## src/rtl/bus_resp_ctrl_if.sv

```systemverilog
// CPU data-port and peripheral-side signals of the bus responder.
// The design uses the slave modport; the CPU/peripheral model uses the master modport.
interface bus_resp_ctrl_if;
    logic        m_req;
    logic [31:0] m_addr;
    logic        m_we;
    logic [31:0] m_wdata;
    logic [3:0]  m_wstrb;
    logic        m_ready;
    logic        m_rvalid;
    logic [31:0] m_rdata;
    logic        m_err;
    logic [31:0] s_addr;
    logic        s_we;
    logic [31:0] s_wdata;
    logic [3:0]  s_wstrb;
    logic        s0_req_plic;
    logic        s1_req_gpio;
    logic        s3_req_uart;
    logic        s0_ack;
    logic        s1_ack;
    logic        s3_ack;
    logic [31:0] s0_rdata;
    logic [31:0] s1_rdata;
    logic [31:0] s3_rdata;

    modport slave (
        input  m_req, m_addr, m_we, m_wdata, m_wstrb,
        input  s0_ack, s1_ack, s3_ack, s0_rdata, s1_rdata, s3_rdata,
        output m_ready, m_rvalid, m_rdata, m_err,
        output s_addr, s_we, s_wdata, s_wstrb,
        output s0_req_plic, s1_req_gpio, s3_req_uart
    );

    modport master (
        output m_req, m_addr, m_we, m_wdata, m_wstrb,
        output s0_ack, s1_ack, s3_ack, s0_rdata, s1_rdata, s3_rdata,
        input  m_ready, m_rvalid, m_rdata, m_err,
        input  s_addr, s_we, s_wdata, s_wstrb,
        input  s0_req_plic, s1_req_gpio, s3_req_uart
    );
endinterface

```

## src/rtl/bus_resp_ctrl.sv

```systemverilog
// CPU data-port responder: decodes addr[31:28], forwards to PLIC/GPIO/UART, returns one-cycle response.
// Optional macro BUS_TIMEOUT_EN adds a WAIT-state timeout that completes stalled accesses with an error.
module bus_resp_ctrl #(
    parameter logic [3:0] PLIC_REGION = 4'h3,
    parameter logic [3:0] GPIO_REGION = 4'h4,
    parameter logic [3:0] UART_REGION = 4'h6
`ifdef BUS_TIMEOUT_EN
    ,
    parameter int unsigned TIMEOUT_CYCLES = 256
`endif
) (
    input  logic           clk,
    input  logic           rst_n,
    bus_resp_ctrl_if.slave bus
);
    localparam int unsigned SelW  = 3;
    localparam int unsigned DataW = 32;
`ifdef BUS_TIMEOUT_EN
    localparam int unsigned CntW  = 16;
`endif

    typedef enum logic [1:0] {IDLE, WAIT, RESP} state_e;

    state_e            state_q;
    logic [SelW-1:0]   sel_q;
    logic [SelW-1:0]   req_q;
    logic              ready_q;
    logic              rvalid_q;
    logic [DataW-1:0]  rdata_q;
    logic              err_q;
    logic [31:0]       s_addr_q;
    logic              s_we_q;
    logic [DataW-1:0]  s_wdata_q;
    logic [3:0]        s_wstrb_q;
`ifdef BUS_TIMEOUT_EN
    logic [CntW-1:0]   cnt_q;
`endif

    logic [SelW-1:0]   dec_sel_c;
    logic              ack_sel_c;
    logic [DataW-1:0]  sel_rdata_c;

    // One-hot select: bit0 PLIC, bit1 GPIO, bit2 UART; zero means unmapped.
    always_comb begin
        dec_sel_c = '0;
        if (bus.m_addr[31:28] == PLIC_REGION)      dec_sel_c = 3'b001;
        else if (bus.m_addr[31:28] == GPIO_REGION) dec_sel_c = 3'b010;
        else if (bus.m_addr[31:28] == UART_REGION) dec_sel_c = 3'b100;
    end

    assign ack_sel_c   = |(sel_q & {bus.s3_ack, bus.s1_ack, bus.s0_ack});
    assign sel_rdata_c = ({DataW{sel_q[0]}} & bus.s0_rdata)
                       | ({DataW{sel_q[1]}} & bus.s1_rdata)
                       | ({DataW{sel_q[2]}} & bus.s3_rdata);

    always_ff @(posedge clk or negedge rst_n) begin
        if (!rst_n) begin
            state_q   <= IDLE;
            sel_q     <= '0;
            req_q     <= '0;
            ready_q   <= 1'b1;
            rvalid_q  <= 1'b0;
            rdata_q   <= '0;
            err_q     <= 1'b0;
            s_addr_q  <= '0;
            s_we_q    <= 1'b0;
            s_wdata_q <= '0;
            s_wstrb_q <= '0;
`ifdef BUS_TIMEOUT_EN
            cnt_q     <= '0;
`endif
        end else begin
            case (state_q)
                IDLE: begin
                    rvalid_q <= 1'b0;
                    if (bus.m_req) begin
                        s_addr_q  <= bus.m_addr;
                        s_we_q    <= bus.m_we;
                        s_wdata_q <= bus.m_wdata;
                        s_wstrb_q <= bus.m_wstrb;
                        sel_q     <= dec_sel_c;
                        ready_q   <= 1'b0;
`ifdef BUS_TIMEOUT_EN
                        cnt_q     <= '0;
`endif
                        if (dec_sel_c != '0) begin
                            req_q   <= dec_sel_c;
                            state_q <= WAIT;
                        end else begin
                            rdata_q  <= '0;
                            err_q    <= 1'b1;
                            rvalid_q <= 1'b1;
                            state_q  <= RESP;
                        end
                    end
                end
                WAIT: begin
                    // Ack is checked first so it wins over a coincident timeout.
                    if (ack_sel_c) begin
                        req_q    <= '0;
                        rdata_q  <= s_we_q ? '0 : sel_rdata_c;
                        err_q    <= 1'b0;
                        rvalid_q <= 1'b1;
                        state_q  <= RESP;
                    end
`ifdef BUS_TIMEOUT_EN
                    else if (cnt_q == CntW'(TIMEOUT_CYCLES - 1)) begin
                        req_q    <= '0;
                        rdata_q  <= '0;
                        err_q    <= 1'b1;
                        rvalid_q <= 1'b1;
                        state_q  <= RESP;
                    end else begin
                        cnt_q <= cnt_q + CntW'(1);
                    end
`endif
                end
                RESP: begin
                    rvalid_q <= 1'b0;
                    ready_q  <= 1'b1;
                    state_q  <= IDLE;
                end
                default: begin
                    state_q <= IDLE;
                    ready_q <= 1'b1;
                end
            endcase
        end
    end

    assign bus.m_ready     = ready_q;
    assign bus.m_rvalid    = rvalid_q;
    assign bus.m_rdata     = rdata_q;
    assign bus.m_err       = err_q;
    assign bus.s_addr      = s_addr_q;
    assign bus.s_we        = s_we_q;
    assign bus.s_wdata     = s_wdata_q;
    assign bus.s_wstrb     = s_wstrb_q;
    assign bus.s0_req_plic = req_q[0];
    assign bus.s1_req_gpio = req_q[1];
    assign bus.s3_req_uart = req_q[2];
endmodule

```

## src/flat_wrapper.sv

```systemverilog
// flat-port wrapper written by rule: the top's interface ports become plain ports
module bus_resp_ctrl_flat 
#(
    parameter logic [3:0] PLIC_REGION = 4'h3,
    parameter logic [3:0] GPIO_REGION = 4'h4,
    parameter logic [3:0] UART_REGION = 4'h6

)
  (clk, rst_n, bus_m_req, bus_m_addr, bus_m_we, bus_m_wdata, bus_m_wstrb, bus_s0_ack, bus_s1_ack, bus_s3_ack, bus_s0_rdata, bus_s1_rdata, bus_s3_rdata, bus_m_ready, bus_m_rvalid, bus_m_rdata, bus_m_err, bus_s_addr, bus_s_we, bus_s_wdata, bus_s_wstrb, bus_s0_req_plic, bus_s1_req_gpio, bus_s3_req_uart);
  bus_resp_ctrl_if bus_i ();
  input  logic clk;
  input  logic rst_n;
  input wire logic [$bits(bus_i.m_req)-1:0] bus_m_req;
  input wire logic [$bits(bus_i.m_addr)-1:0] bus_m_addr;
  input wire logic [$bits(bus_i.m_we)-1:0] bus_m_we;
  input wire logic [$bits(bus_i.m_wdata)-1:0] bus_m_wdata;
  input wire logic [$bits(bus_i.m_wstrb)-1:0] bus_m_wstrb;
  input wire logic [$bits(bus_i.s0_ack)-1:0] bus_s0_ack;
  input wire logic [$bits(bus_i.s1_ack)-1:0] bus_s1_ack;
  input wire logic [$bits(bus_i.s3_ack)-1:0] bus_s3_ack;
  input wire logic [$bits(bus_i.s0_rdata)-1:0] bus_s0_rdata;
  input wire logic [$bits(bus_i.s1_rdata)-1:0] bus_s1_rdata;
  input wire logic [$bits(bus_i.s3_rdata)-1:0] bus_s3_rdata;
  output wire logic [$bits(bus_i.m_ready)-1:0] bus_m_ready;
  output wire logic [$bits(bus_i.m_rvalid)-1:0] bus_m_rvalid;
  output wire logic [$bits(bus_i.m_rdata)-1:0] bus_m_rdata;
  output wire logic [$bits(bus_i.m_err)-1:0] bus_m_err;
  output wire logic [$bits(bus_i.s_addr)-1:0] bus_s_addr;
  output wire logic [$bits(bus_i.s_we)-1:0] bus_s_we;
  output wire logic [$bits(bus_i.s_wdata)-1:0] bus_s_wdata;
  output wire logic [$bits(bus_i.s_wstrb)-1:0] bus_s_wstrb;
  output wire logic [$bits(bus_i.s0_req_plic)-1:0] bus_s0_req_plic;
  output wire logic [$bits(bus_i.s1_req_gpio)-1:0] bus_s1_req_gpio;
  output wire logic [$bits(bus_i.s3_req_uart)-1:0] bus_s3_req_uart;
  assign bus_i.m_req = bus_m_req;
  assign bus_i.m_addr = bus_m_addr;
  assign bus_i.m_we = bus_m_we;
  assign bus_i.m_wdata = bus_m_wdata;
  assign bus_i.m_wstrb = bus_m_wstrb;
  assign bus_i.s0_ack = bus_s0_ack;
  assign bus_i.s1_ack = bus_s1_ack;
  assign bus_i.s3_ack = bus_s3_ack;
  assign bus_i.s0_rdata = bus_s0_rdata;
  assign bus_i.s1_rdata = bus_s1_rdata;
  assign bus_i.s3_rdata = bus_s3_rdata;
  assign bus_m_ready = bus_i.m_ready;
  assign bus_m_rvalid = bus_i.m_rvalid;
  assign bus_m_rdata = bus_i.m_rdata;
  assign bus_m_err = bus_i.m_err;
  assign bus_s_addr = bus_i.s_addr;
  assign bus_s_we = bus_i.s_we;
  assign bus_s_wdata = bus_i.s_wdata;
  assign bus_s_wstrb = bus_i.s_wstrb;
  assign bus_s0_req_plic = bus_i.s0_req_plic;
  assign bus_s1_req_gpio = bus_i.s1_req_gpio;
  assign bus_s3_req_uart = bus_i.s3_req_uart;
  bus_resp_ctrl #(.PLIC_REGION(PLIC_REGION), .GPIO_REGION(GPIO_REGION), .UART_REGION(UART_REGION)) u_core (.clk(clk), .rst_n(rst_n), .bus(bus_i));
endmodule
```

## config.mk

```make
export PLATFORM = sky130hd
export DESIGN_NAME = bus_resp_ctrl_flat
export DESIGN_NICKNAME = d
export VERILOG_FILES = /design/src/rtl/bus_resp_ctrl_if.sv /design/src/rtl/bus_resp_ctrl.sv /design/src/flat_wrapper.sv
export SDC_FILE = /design/constraint.sdc
export NUM_CORES = 1
export LEC_CHECK = 0
export ABC_CLOCK_PERIOD_IN_PS = 5450
export CORE_ASPECT_RATIO = 0.6
export CORE_MARGIN = 3
export CORE_UTILIZATION = 30
export CTS_CLUSTER_SIZE = 30
export DETAILED_ROUTE_END_ITERATION = 8
export GPL_ROUTABILITY_DRIVEN = 0
export GPL_TIMING_DRIVEN = 0
export PLACE_DENSITY = 0.62
export SLEW_MARGIN = 0
export SYNTH_ARGS = -nofsm -noshare
export SYNTH_HDL_FRONTEND = slang
export SYNTH_SLANG_ARGS = --single-unit
```

## constraint.sdc

```tcl
create_clock -name clk -period 5.45 [get_ports clk]
set_input_delay 1.09 -clock clk [delete_from_list [all_inputs] [get_ports clk]]
set_output_delay 1.09 -clock clk [all_outputs]
set_load 0.01 [all_outputs]
```

==> impl_metrics.toml, run 1 <==
[floorplan]
start_util_pct = 31.15
rows = 35
die_area_sq_mm = 0.01785
die-width_um = 170.5
die_h_um = 104.7
pin_count = 278
core_sq_mm = 0.01563

[route]
drc = 0
vias = 4152
firstDrtPassIters = 6
drt.antenna.violating_nets = 0
via_per_inst = 4.845
drt_wl_total_um = 15240
initialDrtViolationCount = 291
wire_per_inst_um = 17.79

[sta]
drv_slew = 0
fin_crit_sh_pct = 49.99
finalSetupViolCount = 0
fin_crit_ps = 2724
worstMarginPinSlew_ps = 544.4
relSlewSlack_pct = 63.71
holdWs_ps = 476.1
finalHoldViolCount = 0
rsz0062_at_grt = "false"
fmax_mhz = 367.1
fin_skew_ps = 10.65
fin_setup_tns_ps = 0

[clock_tree]
clock_path_buffers = 2
cts-root-buf = "clkbuf_16"
clkSinkCount = 112
clk_pin_slew_ps = 70
postCtsSetupRepairBufs = 0
cts_resized = 0
cts_tree = "done"
worstSkewPairLatency_ps = 350
htreeDepth = 3
postCtsHoldBufs = 0
cts_inserted_buffers = 9

[synth]
ys_seq_area_share_pct = 57.58
synth_top_cell_by_area = "dfrtp_1"
synth_top_area_share_pct = 57.04
synthDistinctLibCells = 36
ys_ff_latch = 112
syn_nets = 535
synth-edff-count = 0
synth_area_per_cell_sq_um = 13.49
synth_async_sr_flop_share_pct = 100.0
yosysWarnings = 0
synthCells = 361
synth_area_sq_mm = 0.004870
synth_area_leaders = "dfrtp_1, mux2_2, a222oi_1"
synth_ff_type = "dfrtp_1"

[power_and_ir_drop]
power_density_mw_per_mm2 = 423.7
p_leak_uw = 0.003374
irDropWorstVdd_uv = 248.5

[critical_path]
worst-setup-path-type = "input pin to flip-flop"
worstPathRequired_ps = 5680
worstPathMaxFanout = 10
critPathArrivalTime_ps = 2950
cp-end-kind = "flip-flop"
reg2reg_depth = 7
cp-start-kind = "input pin"

[cells_and_area]
area_growth_syn_to_layout_pct = 68.76
nNetsFinal = 824
fin_cells = 857
final_area_sq_mm = 0.008218
drive_gt1_share_pct = 19.11
n_antenna_cell = 0
post-route-util_pct = 52.57

[placement]
portBuffers = 277
dpl.hpwl_um = 11970
dpl-instance-area_sq_mm = 0.007925
dpl.cell_count = 842

[grt]
grt_pass1_vias = 4509
grt_max_degree = 80
antenna_found_initial = 0
grt_usage_pct = 16.78
grt_pass1_wl_um = 23780
grt_overflow = 0

[worst_hold_path]
hold_depth = 2
min_path_type = "flip-flop to flip-flop"

[outcome]
status = "complete, no violations"

[job]
drv_cap = 0
==> flip-flops by register name (all words and copies together), names as in the netlist <==
register and cells:
u_core.bus.s_we 1, u_core.bus.m_ready 1, u_core.bus.m_err 1, u_core.bus.s_addr 32
u_core.req_q 3, u_core.bus.s_wstrb 4, u_core.bus.m_rdata 32, u_core.state_q 2
u_core.bus.s_wdata 32, u_core.sel_q 3, u_core.bus.m_rvalid 1
==> per-stage QoR <==
| stage | power (uW) | setup WS, ps |
|---|---|---|
| CTS | 3537 | 2712 |
| floorplan | 1971 | 3113 |
| global route | 3697 | 2614 |
| detailed placement | 2854 | 2323 |
| finish | 3482 | 2726 |
| global placement | 2820 | -1133 |
==> per-layer routing <==
layer	GRT usage (%)	wire, um	vias to the layer above
met5	0	0	-
met2	28.06	7141	180
met4	2.431	76	0
li1	-	-	1924
met1	21.11	6493	2037
met3	6.503	1531	11
==> power by group <==
| part | total (uW) | internal [uW] | leakage, uW | switching, uW |
|---|---|---|---|---|
| Clock | 660 | 357 | 0.000138 | 303 |
| Combinational | 1550 | 941 | 0.00184 | 609 |
| Sequential | 1270 | 1120 | 0.00140 | 149 |
==> layout make-up <==
type	count	area, sq um
repair buffers	278	2801
multi-input cells	215	1903
clock buffers	9	225.2
flip-flops and latches	112	2804
plain buffers	28	140.1
well taps	203	254.0
fillers	1348	7416
inverters	6	22.52
clock inverters	6	67.56
==> kinds of logic after synthesis <==
kind of cell             Yosys count  share of synthesized area (%)
AO/OA/AOI/OAI                     53                          9.841
adder cells (fa/ha/maj)            3                         0.7709
buffers and inverters             34                          3.340
flip-flops                       112                          57.58
multiplexers                     100                          23.12
AND/OR/NAND/NOR                   59                          5.345
==> synth_stat cells, drive strengths merged (2+ instances only) <==
master	n
nor3	2
inv	6
nand2	12
nand2b	2
clkbuf	15
nor2	32
buf	13
a222oi	32
o21ai	7
dfrtp	111
a22oi	2
nand3	4
and2	2
ha	3
mux2	100
a22o	2
==> cell usage in the layout (no fill, tap or decap), types with 2 or more instances in the layout <==
cell type / Yosys / final
clkdlybuf4s50_1: 0 / 276
dfrtp_1: 111 / 111
inv_6: 0 / 2
buf_6: 3 / 4
clkbuf_16: 0 / 9
ha_1: 3 / 3
mux2_1: 9 / 9
o21ai_0: 6 / 6
a22oi_1: 2 / 2
clkinvlp_4: 0 / 2
a222oi_1: 32 / 32
clkbuf_1: 15 / 15
nand2_1: 12 / 12
mux2_2: 91 / 91
a22o_1: 2 / 2
inv_1: 6 / 6
nand3_1: 4 / 4
nor2_1: 32 / 32
nand2b_1: 2 / 2
nor3_1: 2 / 2
buf_2: 10 / 10
==> worst paths after layout <==
kind	end	start	slack [ps]
min	u_core.bus.s_addr[31]	u_core.bus.s_addr[31]	480
max in group asynchronous	u_core.bus.s_wdata[3]	rst_n	4110
max	u_core.bus.m_rdata[15]	bus_m_req	2730
min in group asynchronous	u_core.bus.m_rdata[1]	rst_n	620
min reg2reg	u_core.bus.s_addr[31]	u_core.bus.s_addr[31]	480
max reg2reg	u_core.req_q[2]	u_core.state_q[0]	3320
==> worst max-delay path, cell delays in order <==
cell and delay, ps:
clkdlybuf4s50_1 510, and2_1 200, buf_2 160, and3_1 180, o21ai_4 260, buf_6 190
mux2_2 340
No activity file was read; power rests on OpenSTA's default activity.
==> run 2: changes to the inputs <==
--- a/config.mk
+++ b/config.mk
@@ -5,7 +5,7 @@
 export SDC_FILE = /design/constraint.sdc
 export NUM_CORES = 1
 export LEC_CHECK = 0
-export ABC_CLOCK_PERIOD_IN_PS = 5450
+export ABC_CLOCK_PERIOD_IN_PS = 2320
 export CORE_ASPECT_RATIO = 0.6
 export CORE_MARGIN = 3
 export CORE_UTILIZATION = 30
@@ -13,7 +13,7 @@
 export DETAILED_ROUTE_END_ITERATION = 8
 export GPL_ROUTABILITY_DRIVEN = 0
 export GPL_TIMING_DRIVEN = 0
-export PLACE_DENSITY = 0.62
+export PLACE_DENSITY = 0.64
 export SLEW_MARGIN = 0
 export SYNTH_ARGS = -nofsm -noshare
 export SYNTH_HDL_FRONTEND = slang
==> constraint.sdc (replaced) <==
create_clock -name clk -period 2.32 [get_ports clk]
set_input_delay 0.464 -clock clk [delete_from_list [all_inputs] [get_ports clk]]
set_output_delay 0.464 -clock clk [all_outputs]
set_load 0.01 [all_outputs]
==> impl_metrics.toml, run 2 (synthesis results as in run 1) <==
[floorplan]
core_sq_mm = 0.01563
pin_count = 278
die-width_um = 170.5
die_area_sq_mm = 0.01785
start_util_pct = 31.15
rows = 35
die_h_um = 104.7

[clock_tree]
cts_tree = "done"
postCtsHoldBufs = 0
clkSinkCount = 112
cts_resized = 0
cts-root-buf = "clkbuf_16"
clock_path_buffers = 2
cts_inserted_buffers = 9
htreeDepth = 3
worstSkewPairLatency_ps = 350
postCtsSetupRepairBufs = 0
clk_pin_slew_ps = 80

[cells_and_area]
area_growth_syn_to_layout_pct = 68.42
final_cell_mix = "clkdlybuf4s50_1, dfrtp_1, mux2_2"
final_common_cell = "clkdlybuf4s50_1"
fin_cells = 858
drive_gt1_share_pct = 19.08
final_area_sq_mm = 0.008202
post-route-util_pct = 52.46
n_antenna_cell = 0
nNetsFinal = 824

[sta]
fin_crit_ps = 2134
rsz0062_at_grt = "false"
drv_slew = 0
fin_skew_ps = 6.681
relSlewSlack_pct = 54.45
fmax_mhz = 468.7
worstMarginPinSlew_ps = 683.2
finalSetupViolCount = 0
fin_crit_sh_pct = 91.97
finalHoldViolCount = 0

[critical_path]
r2r_slack_ps = 190
crit_path_start = "u_core.sel_q[1]"
cp-end-kind = "flip-flop"
worstReg2RegStart = "u_core.sel_q[1]"
critPathArrivalTime_ps = 2360
cp-start-kind = "flip-flop"
worst-setup-path-type = "flip-flop to flip-flop"
cp-endpoint = "u_core.bus.m_rdata[4]"
worstPathRequired_ps = 2550
worstPathMaxFanout = 10
reg2reg_depth = 6
reg2reg_to = "u_core.bus.m_rdata[4]"

[power_and_ir_drop]
irDropWorstVdd_uv = 594.6
power_density_mw_per_mm2 = 991.7
p_leak_uw = 0.003374

[route]
wire_per_inst_um = 18.01
firstDrtPassIters = 7
via_per_inst = 4.931
vias = 4231
drc = 0
initialDrtViolationCount = 286
drt_wl_total_um = 15460
drt.antenna.violating_nets = 0

[grt]
grt_pass1_wl_um = 23830
grt_max_degree = 64
grt_usage_pct = 16.80
grt_overflow = 0
antenna_found_initial = 0
grt_pass1_vias = 4458

[job]
drv_cap = 0

[placement]
dpl-instance-area_sq_mm = 0.007921
dpl.hpwl_um = 11950
portBuffers = 277
dpl.cell_count = 842

[outcome]
status = "complete, no violations"

[worst_hold_path]
min_path_type = "input pin to asynchronous set/reset pin"
[run 2: changes by cell type in the layout (fill, tap and decap cells not counted), sizes merged]
cell      before  now
clkbuf        24   25
clkinvlp       2    0
inv            8    9
clkinv         1    3
bufinv         1    0
[run 2: how the worst min path moves through the flow]
stage                     cells after the start  slack, ps                     to             startpoint
after global placement                        2        470  u_core.bus.s_addr[29]  u_core.bus.s_addr[29]
final                                         1        140  u_core.bus.m_rdata[7]                  rst_n
after floorplan                               0        170       u_core.bus.m_err                  rst_n
after CTS                                     1        170  u_core.bus.m_rdata[7]                  rst_n
after detailed placement                      2        470  u_core.bus.s_addr[31]  u_core.bus.s_addr[31]
after global routing                          1        190  u_core.bus.m_rdata[1]                  rst_n
[run 2: critical path, cell delays in order (launching register included)]
cell and delay (ps):
dfrtp_1 360, buf_2 180, a22oi_1 370, nand3_1 340
o21ai_4 220, buf_6 200, mux2_2 350
[run 2: layout make-up]
class                           instances  area (sq um)
Fill cell                            1323          7432
Tap cell                              203         254.0
Clock buffer                           10         229.0
Timing Repair Buffer                  278          2798
Clock inverter                          6         51.30
Inverter                                6         22.52
Sequential cell                       112          2804
Buffer                                 28         140.1
Multi-Input combinational cell        215          1903
[run 2: power by group]
group | switching, uW | internal (uW) | total, uW
clock | 757 | 749 | 1510
combinational | 1430 | 2210 | 3640
sequential | 355 | 2640 | 2990
total | 2540 | 5590 | 8130
[run 2: per-stage QoR]
| step | setup TNS (ps) | worst slack (ps) | hold WS [ps] | power [uW] |
|---|---|---|---|---|
| 2_1_floorplan | 0 | 478.2 | 168.4 | 4630 |
| 3_3_place_gp | -393530 | -3481 | 470.9 | 6619 |
| 3_5_place_dp | -7460 | -150.2 | 472.6 | 6698 |
| 4_1_cts | 0 | 181.1 | 166.5 | 8259 |
| 5_1_grt | 0 | 80.90 | 186.7 | 8646 |
| 6_report | 0 | 186.4 | 144.5 | 8134 |
[run 2: metal layers]
| metal | track usage, % | part of all wire, % | vias up |
|---|---|---|---|
| met1 | 20.13 | 40 | 2079 |
| met2 | 27.26 | 47 | 201 |
| li1 | - | - | 1928 |
| met4 | 4.745 | 1.8 | 0 |
| met3 | 7.675 | 11 | 23 |
| met5 | 0 | 0 | - |
==> run 3: changes to the inputs <==
--- a/config.mk
+++ b/config.mk
@@ -6,7 +6,6 @@
 export NUM_CORES = 1
 export LEC_CHECK = 0
 export ABC_CLOCK_PERIOD_IN_PS = 2320
-export CORE_ASPECT_RATIO = 0.6
 export CORE_MARGIN = 3
 export CORE_UTILIZATION = 30
 export CTS_CLUSTER_SIZE = 30
==> impl_metrics.toml, run 3 (synthesis results as in run 1) <==
[outcome]
status = "complete, no violations"

[cells_and_area]
drive_gt1_share_pct = 19.11
nNetsFinal = 824
final_cell_mix = "clkdlybuf4s50_1, dfrtp_1, mux2_2"
n_antenna_cell = 0
final_common_cell = "clkdlybuf4s50_1"
area_growth_syn_to_layout_pct = 69.58
multi_input_area_sq_mm = 0.001903
final_area_sq_mm = 0.008258
seqCellArea_sq_mm = 0.002804
fillers = 1351

[route]
drt.antenna.violating_nets = 0
firstDrtPassIters = 5
via_per_inst = 4.857
wire_per_inst_um = 17.76
drt_wl_total_um = 15370
vias = 4201
drc = 0
initialDrtViolationCount = 219

[clock_tree]
postCtsHoldBufs = 0
postCtsSetupRepairBufs = 0
clock_path_buffers = 2
worstSkewPairLatency_ps = 350
cts-root-buf = "clkbuf_16"
clkSinkCount = 112
cts_tree = "done"
htreeDepth = 3
cts_resized = 0
cts_inserted_buffers = 9
clk_pin_slew_ps = 70

[job]
drv_cap = 0

[sta]
fmax_mhz = 470.0
fin_ws_ps = 192.4
drv_slew = 0
finalHoldViolCount = 0
relSlewSlack_pct = 46.15
rsz0062_at_grt = "false"
worstMarginPinSlew_ps = 807.8
finalSetupViolCount = 0
fin_skew_ps = 9.335
fin_crit_ps = 2128
fin_crit_sh_pct = 91.70

[grt]
grt_overflow = 0
grt_usage_pct = 16.90
antenna_found_initial = 0
grt_max_degree = 64
grt_pass1_vias = 4572
grt_pass1_wl_um = 24210

[critical_path]
cp-end-kind = "flip-flop"
critPathArrivalTime_ps = 2350
slowest_stage = "clkdlybuf4s50_1"
cp_slowest_stage_delay_ps = 520
worstPathMaxFanout = 10
path_delay_family = "buffers and inverters"
worst-setup-path-type = "input pin to flip-flop"
cp-start-kind = "input pin"
crit_buf_inv = 3
worstPathCellList = "clkdlybuf4s50_1 -> and2_1 -> buf_2 -> and3_1 -> o21ai_4 -> buf_6 -> mux2_2"
worstPathRequired_ps = 2550

[placement]
dpl.hpwl_um = 12230
dp_slack_ps = -196.3
portBuffers = 277
dpl-instance-area_sq_mm = 0.007931

[floorplan]
die_area_sq_mm = 0.01780
pin_count = 278
start_util_pct = 31.34
core_sq_mm = 0.01554
rows = 45
die_h_um = 133.4
die-width_um = 133.4

[power_and_ir_drop]
irDropWorstVdd_uv = 630.5
power_density_mw_per_mm2 = 1012
p_leak_uw = 0.003391

[worst_hold_path]
min_path_type = "input pin to asynchronous set/reset pin"
[run 3: final cells by class]
cell class	count	share of cell area, %
timing repair buffer	278	33.88
clock inverter	5	1.061
sequential	112	33.95
clock buffer	10	2.894
inverter	6	0.2727
buffer	28	1.697
multi-input combinational	215	23.05
tap	211	3.197
[run 3: worst paths after layout]
kind,from,endpoint,slack [ps],cells past startpoint
min in group clk,u_core.bus.s_addr[31],u_core.bus.s_addr[31],490,2
max in group asynchronous,rst_n,u_core.bus.m_ready,1340,2
max,bus_m_req,u_core.bus.m_rdata[5],190,7
min,rst_n,u_core.bus.s_addr[10],210,1
max reg2reg,u_core.state_q[0],u_core.bus.m_rdata[5],200,8
min reg2reg,u_core.bus.s_addr[31],u_core.bus.s_addr[31],490,2
[run 3: power by group]
group | total [uW] | internal [uW] | switching, uW
sequential | 3010 | 2640 | 371
combinational | 3660 | 2210 | 1450
clock | 1690 | 982 | 707
[run 3: worst reg2reg max path: cells and delay by family (launching register included)]
family,cells,cell delay [ps]
buf+inv,3,460
compound gates,2,430
flops,1,410
mux,1,340
fa+ha+maj,1,200
simple gates,1,170
[run 3: through the flow]
stage	hold slack [ps]	cells	TNS [ps]	total power (uW)	utilization [%]
floorplan	168.4	361	0	4630	-
global placement	470.1	849	-395730	6665	50.88
detailed placement	464.1	850	-9241	6737	51.04
CTS	228.2	865	0	8488	53.14
global route	278.3	865	0	8835	53.14
finish	205.4	865	0	8353	53.14
[run 3: metal layers]
layer  share of wire [%]  vias to the layer above  GRT usage, %
li1                    -                     1931             -
met1                  36                     2059         17.66
met2                  49                      199         29.60
met3                  14                       12         9.063
met4                 1.2                        0         4.743
met5                   0                        -             0
